--- config.mk ---
export PLATFORM = sky130hd
export DESIGN_NAME = dual_fetch_queue
export DESIGN_NICKNAME = d
export VERILOG_FILES = /design/src/rtl/dual_fetch_queue.sv
export SDC_FILE = /design/constraint.sdc
export NUM_CORES = 1
export LEC_CHECK = 0
export ABC_AREA = 0
export BUFFER_PORTS_ARGS = -buffer_cell sky130_fd_sc_hd__buf_2
export CAP_MARGIN = 25
export CORE_UTILIZATION = 55
export DETAILED_ROUTE_END_ITERATION = 16
export PLACE_DENSITY = 0.89
export SKIP_LAST_GASP = 1
export SLEW_MARGIN = 5
export SYNTH_ARGS = -nofsm -noshare
export SYNTH_HDL_FRONTEND = slang
export SYNTH_SLANG_ARGS = --single-unit
--- constraint.sdc ---
create_clock -name clk -period 7.2 [get_ports clk]
set_input_delay 1.44 -clock clk [delete_from_list [all_inputs] [get_ports clk]]
set_output_delay 1.44 -clock clk [all_outputs]
set_load 0.01 [all_outputs]
--- src/rtl/dual_fetch_queue.sv ---
// Front-end fetch queue: pulls two 16-bit words per cycle into a circular
// buffer and presents the two oldest entries as an issue pair.
module dual_fetch_queue #(
  parameter int              PC_W     = 8,
  parameter int              DEPTH    = 4,
  parameter logic [PC_W-1:0] RESET_PC = '0
) (
  input  logic            clk,
  input  logic            rst,
  output logic [PC_W-1:0] imem_addr,
  input  logic [15:0]     imem_rdata0,
  input  logic [15:0]     imem_rdata1,
  input  logic            issue_ready,
  input  logic            issingleinstr,
  input  logic            redirect,
  input  logic [PC_W-1:0] redirect_pc,
  output logic [15:0]     instr1_out,
  output logic [15:0]     instr2_out,
  output logic            valid1,
  output logic            valid2,
  output logic [PC_W-1:0] head_pc
);

  localparam int PTR_W = $clog2(DEPTH);
  localparam int CNT_W = PTR_W + 1;

  logic [15:0]     instr_mem [DEPTH];
  logic [PC_W-1:0] pc_mem    [DEPTH];

  logic [PC_W-1:0]  fetch_pc;
  logic [PTR_W-1:0] head, tail;
  logic [PTR_W-1:0] head_p1, tail_p1;
  logic [CNT_W-1:0] count;
  logic             fetch_en;
  logic [1:0]       retire_n;

  assign head_p1   = head + PTR_W'(1);
  assign tail_p1   = tail + PTR_W'(1);
  assign imem_addr = fetch_pc;
  assign valid1    = (count != '0);
  assign valid2    = (count >= CNT_W'(2));

  // Fetch is gated on the current occupancy only, so two free slots are
  // guaranteed at tail and tail+1 regardless of this cycle's retire.
  assign fetch_en  = (count <= CNT_W'(DEPTH - 2)) && !redirect;

  // NOTE: every signal assigned in always_comb gets a default first, so no latch is inferred.
  always_comb begin
    retire_n = 2'd0;
    if (issue_ready && valid1 && !redirect)
      retire_n = (issingleinstr || !valid2) ? 2'd1 : 2'd2;
  end

  assign instr1_out = valid1 ? instr_mem[head]    : 16'h0000;
  assign instr2_out = valid2 ? instr_mem[head_p1] : 16'h0000;
  assign head_pc    = valid1 ? pc_mem[head]       : '0;

  // NOTE: sequential state uses non-blocking assignments so all registers update from pre-edge values.
  always_ff @(posedge clk) begin
    if (rst) begin
      fetch_pc <= RESET_PC;
      head     <= '0;
      tail     <= '0;
      count    <= '0;
    end else if (redirect) begin
      fetch_pc <= redirect_pc;
      head     <= '0;
      tail     <= '0;
      count    <= '0;
    end else begin
      if (fetch_en) begin
        tail     <= tail + PTR_W'(2);
        fetch_pc <= fetch_pc + PC_W'(2);
      end
      head  <= head + PTR_W'(retire_n);
      count <= count - CNT_W'(retire_n) + (fetch_en ? CNT_W'(2) : CNT_W'(0));
    end
  end

  // NOTE: entry storage is deliberately not reset; outputs are masked by the
  // valid flags, so stale contents are never visible.
  always_ff @(posedge clk) begin
    if (fetch_en && !rst) begin
      instr_mem[tail]    <= imem_rdata0;
      pc_mem[tail]       <= fetch_pc;
      instr_mem[tail_p1] <= imem_rdata1;
      pc_mem[tail_p1]    <= fetch_pc + PC_W'(1);
    end
  end

endmodule

==> flow_metrics.env <==
export IMPL_yosysWarningCount=0
export IMPL_drive_gt1_share_pct=41.7
export IMPL_final_util_pct=66.2
export IMPL_ys_seq_area_share_pct=63.6
export IMPL_worstMarginPinSlew_ns=0.897
export IMPL_synth_area_per_cell_sq_um=16.9
export IMPL_wl_per_cell_um=18.4
export IMPL_dieArea_sq_um=9420
export IMPL_die_y_um=97.1
export IMPL_crit_chain="buf_4, mux4_2, nor2b_1, buf_2"
export IMPL_cp_end_kind="output port"
export IMPL_fin_crit_ns=3.77
export IMPL_syn_inst=294
export IMPL_powerDensity_nw_per_um2=229
export IMPL_max_stage_delay_ns=0.57
export IMPL_num_rows=34
export IMPL_dr_pass1_iters=4
export IMPL_ant_nets=0
export IMPL_area_growth_pct=16.1
export IMPL_crit_buf_inv=2
export IMPL_worstHoldPathType="reg -> reg"
export IMPL_setup_viol=0
export IMPL_nNetsFinal=439
export IMPL_grt_max_degree=49
export IMPL_via_per_inst=5.94
export IMPL_status="completed"
export IMPL_clock_sinks=110
export IMPL_die_width_um=97.1
export IMPL_tns_ns=0
export IMPL_hp_start="imem_addr[6]$_SDFFE_PP0N_"
export IMPL_clk_pin_slew_ns=0.09
export IMPL_grt_setup_unrepaired="no"
export IMPL_clockBufferDepth=2
export IMPL_start_util_pct=57.0
export IMPL_routed_wl_mm=9.23
export IMPL_ctsHoldBuffers=0
export IMPL_tritoncts="yes"
export IMPL_fin_skew_ns=0.00648
export IMPL_p_leak_nw=2.07
export IMPL_r2r_start="count[2]$_SDFF_PP0_"
export IMPL_fill_cells=584
export IMPL_grt_use_total_pct=20.3
export IMPL_final_seq_area_sq_um=3170
export IMPL_io_pins=95
export IMPL_grt_antenna_before_repair=2
export IMPL_reg2reg_to="count[2]$_SDFF_PP0_"
export IMPL_cts_resized=0
export IMPL_critPathSlowestCell="mux4_2"
export IMPL_synth_distinct_cells=35
export IMPL_cp_start_kind="flop"
export IMPL_cap_viol_max_count=0
export IMPL_drc=0
export IMPL_grt_pass1_wl_mm=14.6
export IMPL_post_place_ws_ns=3.76
export IMPL_crit_family="buffers and inverters"
export IMPL_cts_root_buf="clkbuf_8"
export IMPL_fin_ws_ns=3.43
export IMPL_multi_input_area_sq_um=1710
export IMPL_r2r_slack_ns=4.68
export IMPL_clk_latency_ns=0.35
export IMPL_drtIter0Drc=168
export IMPL_cp_data_arrival_time_ns=2.33
export IMPL_vias=2982
export IMPL_final_max_slew_viol_count=0
export IMPL_numCtsBuffers=9
export IMPL_fmax_ghz=0.265
export IMPL_cts_setup_buffers=0
export IMPL_rr_worst_depth=8
export IMPL_required_ns=5.76
export IMPL_htreeDepth=3
export IMPL_holdPathEnd="pc_mem[0][6]$_DFFE_PP_"
export IMPL_hold_depth=0
export IMPL_synth_area_sq_um=4970
export IMPL_path_max_fanout=33
export IMPL_grt_pass1_vias=2920
export IMPL_hold_viol_final=0
export IMPL_path_class="reg -> out"
export IMPL_synth_ff_type="edfxtp_1"
export IMPL_vdd_drop_max_mv=0.146
export IMPL_overflow=0
export IMPL_port_buffer_count=94
export IMPL_core_area_sq_um=8720
export IMPL_syn_nets=345
export IMPL_gp_congestion=0.786
export IMPL_ys_seq_elements=110
export IMPL_ys_async_sr_fraction_pct=0
export IMPL_synth_edf_count=96
export IMPL_dp_hpwl_mm=6.35
export IMPL_slew_headroom_pct=40.2
export IMPL_finalCritPeriodShare_pct=52.4
-- through the flow --
stage,std cells,cell area (sq um),hold slack (ns),total power [mW]
finish,502,5770,0.561,1.32
global route,501,5770,0.577,1.37
CTS,499,5730,0.559,1.33
detailed placement,483,5540,0.543,0.986
global placement,483,5540,0.532,0.975
floorplan,294,4970,0.499,0.898
-- routing by layer --
layer | part of all wire (%) | up-vias | GRT usage, %
met4 | 1.4 | 2 | 6.77
met1 | 41 | 1509 | 25.0
li1 | - | 1333 | -
met2 | 51 | 121 | 35.9
met5 | 0.18 | - | 0
met3 | 6.5 | 17 | 4.24
-- flip-flops by register name, indices dropped and copies added, names as in the netlist --
name and count:
instr_mem 64, pc_mem 32, imem_addr 8, count 3
head 2, tail 1
-- synth_stat cells, types with 6 or more instances --
master / count / area share [%]
mux4_2: 40 / 18
nand2_1: 6 / 0.45
buf_2: 7 / 0.70
a311oi_1: 6 / 1.1
inv_1: 10 / 0.75
and2b_1: 7 / 1.1
nor2b_1: 33 / 4.2
xnor2_1: 6 / 1.1
edfxtp_1: 96 / 58
nor2_1: 16 / 1.2
dfxtp_1: 14 / 5.6
nor3_1: 6 / 0.60
-- cell usage in the layout (no fill, tap or decap), drive strengths merged, types with 4 or more instances in the layout --
master    synthesis  layout
xor2              4       4
clkbuf            5      11
ha                5       5
clkinvlp          0       4
mux4             40      40
edfxtp           96      96
dfxtp            14      14
and2              4       4
nand3             4       4
xnor2             6       6
buf              11      99
a311oi            6       6
nand2             6       6
and2b             7       7
nor2             16      16
nor3              6       6
nor2b            33      33
inv              10      10
-- final cells by class --
class                           count  area share [%]
Timing Repair Buffer               99            9.24
Sequential cell                   110            54.9
Clock buffer                       11            2.28
Inverter                           10           0.650
Tap cell                          108            2.34
Clock inverter                      5            1.04
Multi-Input combinational cell    158            29.6
Antenna cell                        1          0.0434
-- report_power, final --
part | total, mW | internal (mW) | switching [mW]
Combinational | 0.214 | 0.0962 | 0.118
Sequential | 0.756 | 0.732 | 0.0242
Clock | 0.350 | 0.161 | 0.189
-- how the worst max path moves through the flow --
| stage | depth (start not counted) | startpoint | to | slack [ns] |
|---|---|---|---|---|
| after floorplan | 3 | rst | instr_mem[0][0]$_DFFE_PP_ | 1.52 |
| after global placement | 3 | head[0]$_SDFF_PP0_ | head_pc[7] | 3.83 |
| after detailed placement | 4 | head[1]$_SDFF_PP0_ | instr2_out[5] | 3.76 |
| after CTS | 4 | head[1]$_SDFF_PP0_ | instr2_out[5] | 3.37 |
| after global routing | 4 | head[1]$_SDFF_PP0_ | instr2_out[5] | 3.28 |
| final | 4 | head[1]$_SDFF_PP0_ | instr2_out[5] | 3.43 |
-- kinds of logic after synthesis --
| logic type | synth area share [%] |
|---|---|
| flip-flops | 63.6 |
| AND/OR/NAND/NOR | 9.74 |
| multiplexers | 18.3 |
| buffers and inverters | 2.37 |
| AO/OA/AOI/OAI | 2.54 |
| XOR/XNOR | 1.76 |
| adder cells (fa/ha/maj) | 1.66 |
(Power assumes the default switching activity.)
